**src/rtl/input_conditioner.sv**
```systemverilog
// input_conditioner: synchronizes and debounces the load button and address
// switches, producing a single-cycle load strobe (with optional hold-to-repeat),
// a glitch-free address bus and a strobe marking each settled address change.
module input_conditioner #(
  parameter int ADDR_W              = 4,
  parameter int DEBOUNCE_CYCLES     = 1_000_000,
  parameter int REPEAT_EN           = 1,
  parameter int REPEAT_DELAY_CYCLES = 50_000_000,
  parameter int REPEAT_RATE_CYCLES  = 20_000_000
) (
  input  logic              clk,
  input  logic              rst_n,
  input  logic              btn_raw,
  input  logic [ADDR_W-1:0] sw_raw,
  output logic              load_pulse,
  output logic              btn_level,
  output logic [ADDR_W-1:0] address,
  output logic              addr_changed
);

  localparam int DCNT_W = 20;
  localparam logic [DCNT_W-1:0] DEB_LAST = DCNT_W'(DEBOUNCE_CYCLES - 1);

  // Repeat counter must hold the larger of the two repeat intervals.
  localparam int RMAX   = (REPEAT_DELAY_CYCLES > REPEAT_RATE_CYCLES) ?
                          REPEAT_DELAY_CYCLES : REPEAT_RATE_CYCLES;
  localparam int RCNT_W = $clog2(RMAX);
  localparam logic [RCNT_W-1:0] DELAY_LAST = RCNT_W'(REPEAT_DELAY_CYCLES - 1);
  localparam logic [RCNT_W-1:0] RATE_LAST  = RCNT_W'(REPEAT_RATE_CYCLES - 1);

  localparam logic [1:0] S_IDLE   = 2'd0;
  localparam logic [1:0] S_HOLD   = 2'd1;
  localparam logic [1:0] S_REPEAT = 2'd2;

  logic              btn_s1_q, btn_s_q;
  logic [ADDR_W-1:0] sw_s1_q, sw_s_q;

  logic [DCNT_W-1:0] bcnt_q, bcnt_d;
  logic              btn_level_q, btn_level_d;
  logic              btn_rise, btn_fall;

  logic [ADDR_W-1:0] sw_cand_q, sw_cand_d;
  logic [DCNT_W-1:0] scnt_q, scnt_d;
  logic [ADDR_W-1:0] address_q, address_d;
  logic              addr_changed_q, addr_changed_d;

  logic [1:0]        state_q, state_d;
  logic [RCNT_W-1:0] rcnt_q, rcnt_d;
  logic              load_pulse_q, load_pulse_d;

  // Two-stage synchronizers so no raw pin reaches the debounce logic.
  always_ff @(posedge clk or negedge rst_n) begin
    if (!rst_n) begin
      btn_s1_q <= 1'b0;
      btn_s_q  <= 1'b0;
      sw_s1_q  <= '0;
      sw_s_q   <= '0;
    end else begin
      btn_s1_q <= btn_raw;
      btn_s_q  <= btn_s1_q;
      sw_s1_q  <= sw_raw;
      sw_s_q   <= sw_s1_q;
    end
  end

  // Button debounce: accept a new level after DEBOUNCE_CYCLES differing samples.
  always_comb begin
    bcnt_d      = bcnt_q;
    btn_level_d = btn_level_q;
    btn_rise    = 1'b0;
    btn_fall    = 1'b0;
    if (btn_s_q == btn_level_q) begin
      bcnt_d = '0;
    end else if (bcnt_q == DEB_LAST) begin
      btn_level_d = btn_s_q;
      bcnt_d      = '0;
      btn_rise    = btn_s_q;
      btn_fall    = ~btn_s_q;
    end else begin
      bcnt_d = bcnt_q + 1'b1;
    end
  end

  // Switch debounce: the whole vector must hold one value before it is adopted.
  always_comb begin
    sw_cand_d      = sw_cand_q;
    scnt_d         = scnt_q;
    address_d      = address_q;
    addr_changed_d = 1'b0;
    if (sw_s_q != sw_cand_q) begin
      sw_cand_d = sw_s_q;
      scnt_d    = '0;
    end else if (sw_cand_q != address_q) begin
      if (scnt_q == DEB_LAST) begin
        address_d      = sw_cand_q;
        addr_changed_d = 1'b1;
        scnt_d         = '0;
      end else begin
        scnt_d = scnt_q + 1'b1;
      end
    end else begin
      scnt_d = '0;
    end
  end

  // Pulse FSM: one strobe per press, then optional delayed auto-repeat.
  // A release always wins over a repeat pulse due in the same cycle.
  always_comb begin
    state_d      = state_q;
    rcnt_d       = rcnt_q;
    load_pulse_d = 1'b0;
    case (state_q)
      S_IDLE: begin
        if (btn_rise) begin
          load_pulse_d = 1'b1;
          state_d      = S_HOLD;
          rcnt_d       = '0;
        end
      end
      S_HOLD: begin
        if (btn_fall) begin
          state_d = S_IDLE;
          rcnt_d  = '0;
        end else if (REPEAT_EN != 0) begin
          if (rcnt_q == DELAY_LAST) begin
            load_pulse_d = 1'b1;
            state_d      = S_REPEAT;
            rcnt_d       = '0;
          end else begin
            rcnt_d = rcnt_q + 1'b1;
          end
        end
      end
      S_REPEAT: begin
        if (btn_fall) begin
          state_d = S_IDLE;
          rcnt_d  = '0;
        end else if (rcnt_q == RATE_LAST) begin
          load_pulse_d = 1'b1;
          rcnt_d       = '0;
        end else begin
          rcnt_d = rcnt_q + 1'b1;
        end
      end
      default: begin
        state_d = S_IDLE;
        rcnt_d  = '0;
      end
    endcase
  end

  // State and registered outputs.
  always_ff @(posedge clk or negedge rst_n) begin
    if (!rst_n) begin
      bcnt_q         <= '0;
      btn_level_q    <= 1'b0;
      sw_cand_q      <= '0;
      scnt_q         <= '0;
      address_q      <= '0;
      addr_changed_q <= 1'b0;
      state_q        <= S_IDLE;
      rcnt_q         <= '0;
      load_pulse_q   <= 1'b0;
    end else begin
      bcnt_q         <= bcnt_d;
      btn_level_q    <= btn_level_d;
      sw_cand_q      <= sw_cand_d;
      scnt_q         <= scnt_d;
      address_q      <= address_d;
      addr_changed_q <= addr_changed_d;
      state_q        <= state_d;
      rcnt_q         <= rcnt_d;
      load_pulse_q   <= load_pulse_d;
    end
  end

  assign load_pulse   = load_pulse_q;
  assign btn_level    = btn_level_q;
  assign address      = address_q;
  assign addr_changed = addr_changed_q;

endmodule

```
**config.mk**
```make
export PLATFORM = sky130hd
export DESIGN_NAME = input_conditioner
export DESIGN_NICKNAME = d
export VERILOG_FILES = /design/src/rtl/input_conditioner.sv
export SDC_FILE = /design/constraint.sdc
export NUM_CORES = 1
export LEC_CHECK = 0
export CELL_PAD_IN_SITES_DETAIL_PLACEMENT = 0
export CELL_PAD_IN_SITES_GLOBAL_PLACEMENT = 2
export CORE_MARGIN = 2
export CORE_UTILIZATION = 43
export CTS_CLUSTER_SIZE = 12
export DETAILED_ROUTE_END_ITERATION = 10
export PLACE_DENSITY_LB_ADDON = 0.1
export SLEW_MARGIN = 20
export SYNTH_ARGS = -nofsm -noshare
export SYNTH_HDL_FRONTEND = slang
export SYNTH_SLANG_ARGS = --single-unit
```
**constraint.sdc**
```tcl
create_clock -name clk -period 4.4 [get_ports clk]
set_input_delay 0.66 -clock clk [delete_from_list [all_inputs] [get_ports clk]]
set_output_delay 0.66 -clock clk [all_outputs]
set_load 0.02 [all_outputs]
```
==> out/qor.txt, run 1 <==
register bit total from synthesis = 89
Seq. cell area = 2227 um^2
Placed Cells = 584
DIE AREA = 11070 um^2
clk_lat worst skew = 0.37 ns
RePlAce Congestion = 0.7903
port bufs = 13
WL/cell = 14.52 um
RSZ-0062 raised after global routing = false
cell accounting for the most synthesized area = dfrtp_1
initial antenna violation count = 0
IO Pins = 14
worst reg2reg path startpoint = rcnt_q[0]
Mapped Cells = 451
Final setup viols = 0
Slew Viols, Final = 0
Post-layout nets = 476
fin cells = 600
CTS Buffer Depth = 2
HP Class = in -> async
largest net degree at the start of global routing = 59
CP top delay family = compound AO/OA/AOI/OAI gates
Fillers = 923
Final Power = 1.430 mW
post-DP HPWL = 5.893 mm
Crit Path Class = reg -> reg
Mapped Area = 4404 um^2
core area = 9864 um^2
share of the yosys chip area belonging to registers = 50.57%
Worst Path Arrival = 3.16 ns
Core Rows = 36
Ys Warns = 0
die height = 105.2 um
root buffer cell = clkbuf_8
setup bufs post-CTS = 0
H-tree Lvls = 3
WP buf/inv = 0
Mean Syn Cell Area = 9.765 um^2
Worst Path Max Fanout = 13
Area contributors post-synth = dfrtp_1 (51%), xor2_1 (6.4%), nor2_1 (5.7%), nand3_1 (4.4%), nand2_1 (3.9%)
WP depth = 7
IR drop worst, VDD = 153.0 uV
Vias/cell = 5.380
cell chain of the critical path = ha_1 > nand4_1 > or4_4 > o41a_1 > o211ai_2 > or3_1 > nand3_1
Synthesized Nets = 465
CTS tree = built
Setup crit end kind = register
Synth cell types = 51
CP required = 4.65 ns
Post-CTS Hold Buffers = 0
Residual DRC = 0
share of layout cells above drive strength 1 = 7.066%
Initial Utilization = 44.65%
Die X = 105.2 um
antenna viol nets, final = 0
Post-synth EDFFs = 0
area grow syn2layout = 10.00%
Synth top area share = 50.57%
Worst Setup Start Kind = register
total CTS buffers = 9
first-pass GRT wire length = 15.28 mm
Vias = 3228
worst-margin pin slew = 1.021 ns
total grt overflow = 0
CTS clk-pin slew, worst paths = 0.10 ns
First-pass DRT Iterations = 5
slowest cell on the critical path = o211ai_2
# clock sinks = 89
setup TNS = 0 ns
initial drt markers = 143
slowest stage delay, CP = 0.59 ns
gr usage total = 17.17%
footprint of the multi-input gates = 2083 um^2
Clock Skews = 0.01172 ns
Worst setup startpoint = rcnt_q[0]
Async SR Flop Fraction = 100.0%
Detailed Route WL = 8.713 mm
post_cts resized = 0
outcome = finished, final reports clean
Slew HR = 31.29%
final critical-path required period = 2.907 ns
FF-to-FF path depth = 7
Fmax = 344.0 MHz
leak pwr = 1.986 nW
period utilization = 66.08%
maxcap violations = 0
Fin. Hold Viols = 0
vias in the first global route = 3075
PwrDens = 295.2 nW/um^2
Top FF cell, synth = dfrtp_1
n_diodes = 0
## synth_stat cells (all sizes together), types with 2 or more instances
cell type	n
xor2	32
inv	8
clkbuf	12
o311ai	7
nor4b	4
dfrtp	89
nor4	11
a22oi	2
or3	5
and3	11
xnor2	17
nand3b	2
and2	4
o41a	2
o21ai	11
ha	7
buf	3
o31a	2
nor2	67
o31ai	3
nand3	39
a22o	2
nand2	46
and4	4
a21o	6
a21oi	6
nor3	7
a21boi	2
nand2b	4
nand4	15
or2	2
mux2	5
## where the power goes
part	internal, mW	switching (mW)
logic	0.0111	0.0267
clock network	0.235	0.324
registers	0.826	0.00667
## cell usage in the layout (no fill, tap or decap), types with 2 or more instances in the layout
master / count
dfrtp_1: 89
nor2_1: 67
nand2_1: 46
nand3_1: 39
xor2_1: 32
xnor2_1: 17
nand4_1: 15
clkdlybuf4s50_1: 12
nor4_1: 11
and3_1: 11
clkbuf_8: 10
inv_1: 8
o21ai_0: 8
nor3_1: 7
o311ai_1: 7
ha_1: 7
a21o_1: 6
a21oi_1: 6
or3_1: 5
mux2_2: 5
nand2b_1: 4
and2_1: 4
and4_1: 4
nor4b_1: 4
o21ai_1: 3
buf_4: 3
or2_2: 2
nand3b_1: 2
o41a_1: 2
a21boi_0: 2
o31ai_1: 2
a22o_1: 2
clkinv_4: 2
inv_8: 2
inv_6: 2
## through the flow
stage | hold slack [ns] | setup WS (ns) | utilization (%) | cell area, um^2
floorplan | 0.3312 | 1.882 | - | 4404
CTS | 0.3593 | 1.474 | 49.10 | 4843
global placement | 0.3324 | 1.567 | 47.12 | 4648
global route | 0.3675 | 1.269 | 49.11 | 4845
finish | 0.3491 | 1.493 | 49.11 | 4845
detailed placement | 0.3355 | 1.515 | 47.12 | 4648
## path summary, 6_finish.rpt
path,to,slack (ns)
max in group asynchronous,rcnt_q[1],3.15
hold / removal,rcnt_q[13],0.35
hold reg to reg,sw_s_q[3],0.36
min in group clk,sw_s_q[3],0.36
setup / recovery,rcnt_q[14],1.49
setup reg to reg,rcnt_q[14],1.49
## logic make-up after synthesis
kind of cell | Yosys count | synth area share, %
compound gates | 50 | 8.665
xor+xnor | 49 | 9.744
fa+ha+maj | 7 | 1.989
buf+inv | 23 | 2.159
flops | 89 | 50.57
mux | 6 | 1.506
simple gates | 227 | 25.37
## metal layers
metal,part of all wire (%),track usage (%)
met1,51,24.76
met2,45,25.39
met3,2.8,4.055
met4,0.70,5.619
met5,0,0
## final cells by class
cell class	instances	share of cell area, %
clock buffer	10	2.841
clock inverter	6	1.188
inverter	8	0.6198
multi-input combinational	339	43.00
sequential	89	45.97
tap	133	3.435
timing repair buffer	15	2.944
## flip-flops by register name, summed over array words and instances, names as in the netlist
signal and cells:
btn_s1_q 1, addr_changed 1, sw_s1_q 4, rcnt_q 26
sw_s_q 4, bcnt_q 20, state_q 2, sw_cand_q 4
address 4, btn_level 1, btn_s_q 1, scnt_q 20
load_pulse 1
## worst register-to-register path, stage by stage, from the launching register on
cell and delay [ns]:
dfrtp_1 0.44, ha_1 0.24, nand4_1 0.18, or4_4 0.58, o41a_1 0.49, o211ai_2 0.59
or3_1 0.21, nand3_1 0.07
(Power assumes the default switching activity.)
==> run 2, diff against run 1 <==
Settings changed: CORE_UTILIZATION 43 to 40.
Clock period 4.4 ns to 2.9 ns, I/O delays scaled along.
==> run 2 against run 1 <==
Effect of this change: core utilization is 3.4 points lower; clock-buffer cell count is 1 lower; via count is 1.1% higher; fmax is 5.9% higher; largest cell class unchanged; register-to-register slack worse by 1.3 ns; critical path depth stayed put; clock skew is 0.00085 ns higher; critical path type unchanged; worst setup slack worse by 1.3 ns; first-iteration DRC count is 18% higher.
==> out/qor.txt, run 2 (synthesized netlist as in run 1, its figures left out) <==
root buffer cell = clkbuf_8
worst reg2reg path startpoint = rcnt_q[1]
slowest cell on the critical path = or4_4
gr usage total = 17.70% (+0.53 points)
initial drt markers = 169 (+18%)
Residual DRC = 0 (unchanged)
Setup WS pre-CTS = 0.07973 ns (-1.435 ns)
Worst Setup Start Kind = register
HP Class = in -> async
area grow syn2layout = 11.99%
initial antenna violation count = 0 (unchanged)
FF-to-FF path depth = 7 (unchanged)
maxcap violations = 0 (unchanged)
Fmax = 364.3 MHz (+5.9%)
Worst Path Max Fanout = 15 (+2)
PwrDens = 431.7 nW/um^2 (+46%)
Initial Utilization = 40.81% (-3.8 points)
H-tree Lvls = 3 (unchanged)
final critical-path required period = 2.745 ns (-0.1621 ns)
Seq. cell area = 2228 um^2 (about the same)
CP top delay family = compound AO/OA/AOI/OAI gates
antenna viol nets, final = 0 (unchanged)
Worst setup startpoint = rcnt_q[1]
footprint of the multi-input gates = 2091 um^2 (+0.36%)
cell chain of the critical path = ha_1 > nand4_1 > or4_4 > o41a_1 > o21a_4 > a21o_1 > a22o_1
Final setup viols = 0 (unchanged)
setup slack after layout = 0.1547 ns (-1.338 ns)
largest registers = rcnt_q: 26 flops, bcnt_q: 20 flops, scnt_q: 20 flops
number of flip-flops in the largest register = 26 (unchanged)
Setup crit end kind = register
Crit Path Class = reg -> reg
Post-layout nets = 488 (+2.5%)
CTS Buffer Depth = 2 (unchanged)
period utilization = 94.66% (+29 points)
DIE AREA = 11870 um^2 (+7.2%)
CP required = 3.16 ns (-1.49 ns)
port bufs = 13 (unchanged)
WL/cell = 15.11 um (+4.0%)
Setup crit end = rcnt_q[22]
post-DP HPWL = 6.499 mm (+10%)
# clock sinks = 89 (unchanged)
WP depth = 7 (unchanged)
Slew HR = 48.39% (+17 points)
CTS tree = built
core area = 10790 um^2 (+9.4%)
largest net degree at the start of global routing = 48 (-19%)
Vias = 3262 (+1.1%)
vias in the first global route = 3245 (+5.5%)
CTS clk-pin slew, worst paths = 0.10 ns (about the same)
outcome = finished, final reports clean
worst-margin pin slew = 0.7683 ns (-0.2530 ns)
n_diodes = 0 (unchanged)
IR drop worst, VDD = 197.2 uV (+29%)
Clock Skews = 0.01257 ns (+0.0008501 ns)
Min Hold Slack = 0.05703 ns (-0.2920 ns)
setup TNS = 0 ns (unchanged)
Slew Viols, Final = 0 (unchanged)
commonest non-fill, non-tap cell in the layout = dfrtp_1
leak pwr = 2.021 nW (+1.8%)
Fillers = 1040 (+13%)
die height = 108.9 um (+3.5%)
Detailed Route WL = 9.337 mm (+7.2%)
First-pass DRT Iterations = 4 (-1)
Worst Path Arrival = 3.01 ns (-0.15 ns)
RR Endpoint = rcnt_q[22]
clk_lat worst skew = 0.37 ns (about the same)
IO Pins = 14 (unchanged)
Die X = 108.9 um (+3.5%)
Core Rows = 38 (+5.6%)
register-to-register setup slack = 0.15 ns (-1.34 ns)
Fin. Hold Viols = 0 (unchanged)
first-pass GRT wire length = 16.22 mm (+6.1%)
Largest Register = rcnt_q
most frequent cells in the layout = dfrtp_1 (88), nor2_1 (66), nand2_1 (46)
share of layout cells above drive strength 1 = 9.414% (+2.3 points)
slowest stage delay, CP = 0.59 ns (about the same)
WP buf/inv = 0 (unchanged)
total CTS buffers = 9 (unchanged)
Vias/cell = 5.278 (-1.9%)
RePlAce Congestion = 0.7807 (-1.2%)
total grt overflow = 0 (unchanged)
run 2: repair_timing:
action	in CTS	in global routing
gates resized for setup	0	3
setup endpoints to repair	0	8
setup buffers	0	0
hold buffers	0	0
run 2: area by class of cell:
type / count / area share [%]
clock buffer: 9 / 2.511
clock inverter: 6 / 1.040
inverter: 8 / 0.6088
multi-input combinational: 339 / 42.39
sequential: 89 / 45.18
tap: 140 / 3.551
timing repair buffer: 27 / 4.718
run 2: worst min path at each step:
stage	startpoint	to	slack, ns	cells after the start
6_report	rst_n	sw_cand_q[3]	0.06	1
5_1_grt	rst_n	sw_cand_q[3]	0.09	1
4_1_cts	rst_n	sw_s_q[3]	0.07	1
3_5_place_dp	sw_s1_q[2]	sw_s_q[2]	0.34	0
3_3_place_gp	sw_s1_q[3]	sw_s_q[3]	0.33	0
2_1_floorplan	rst_n	addr_changed	0.14	0
run 2: metal layers:
metal | part of all wire [%] | wire length [um] | GRT usage [%]
met5 | 0 | 0 | 0
met4 | 1.6 | 146 | 7.418
met3 | 2.5 | 237 | 3.347
met2 | 45 | 4178 | 26.62
met1 | 51 | 4774 | 24.93
run 2: per-stage QoR:
step | total power [mW] | instances | utilization, % | instance area (um^2)
global placement | 1.352 | 603 | 43.98 | 4747
finish | 2.129 | 618 | 45.70 | 4932
detailed placement | 1.353 | 603 | 43.98 | 4747
floorplan | 1.311 | 451 | - | 4404
CTS | 2.174 | 618 | 45.61 | 4922
global route | 2.238 | 618 | 45.70 | 4932
run 2: power by group:
part / switching [mW] / internal, mW / total, mW
sequential: 0.0104 / 1.25 / 1.26
combinational: 0.0425 / 0.0186 / 0.0610
clock: 0.485 / 0.319 / 0.804
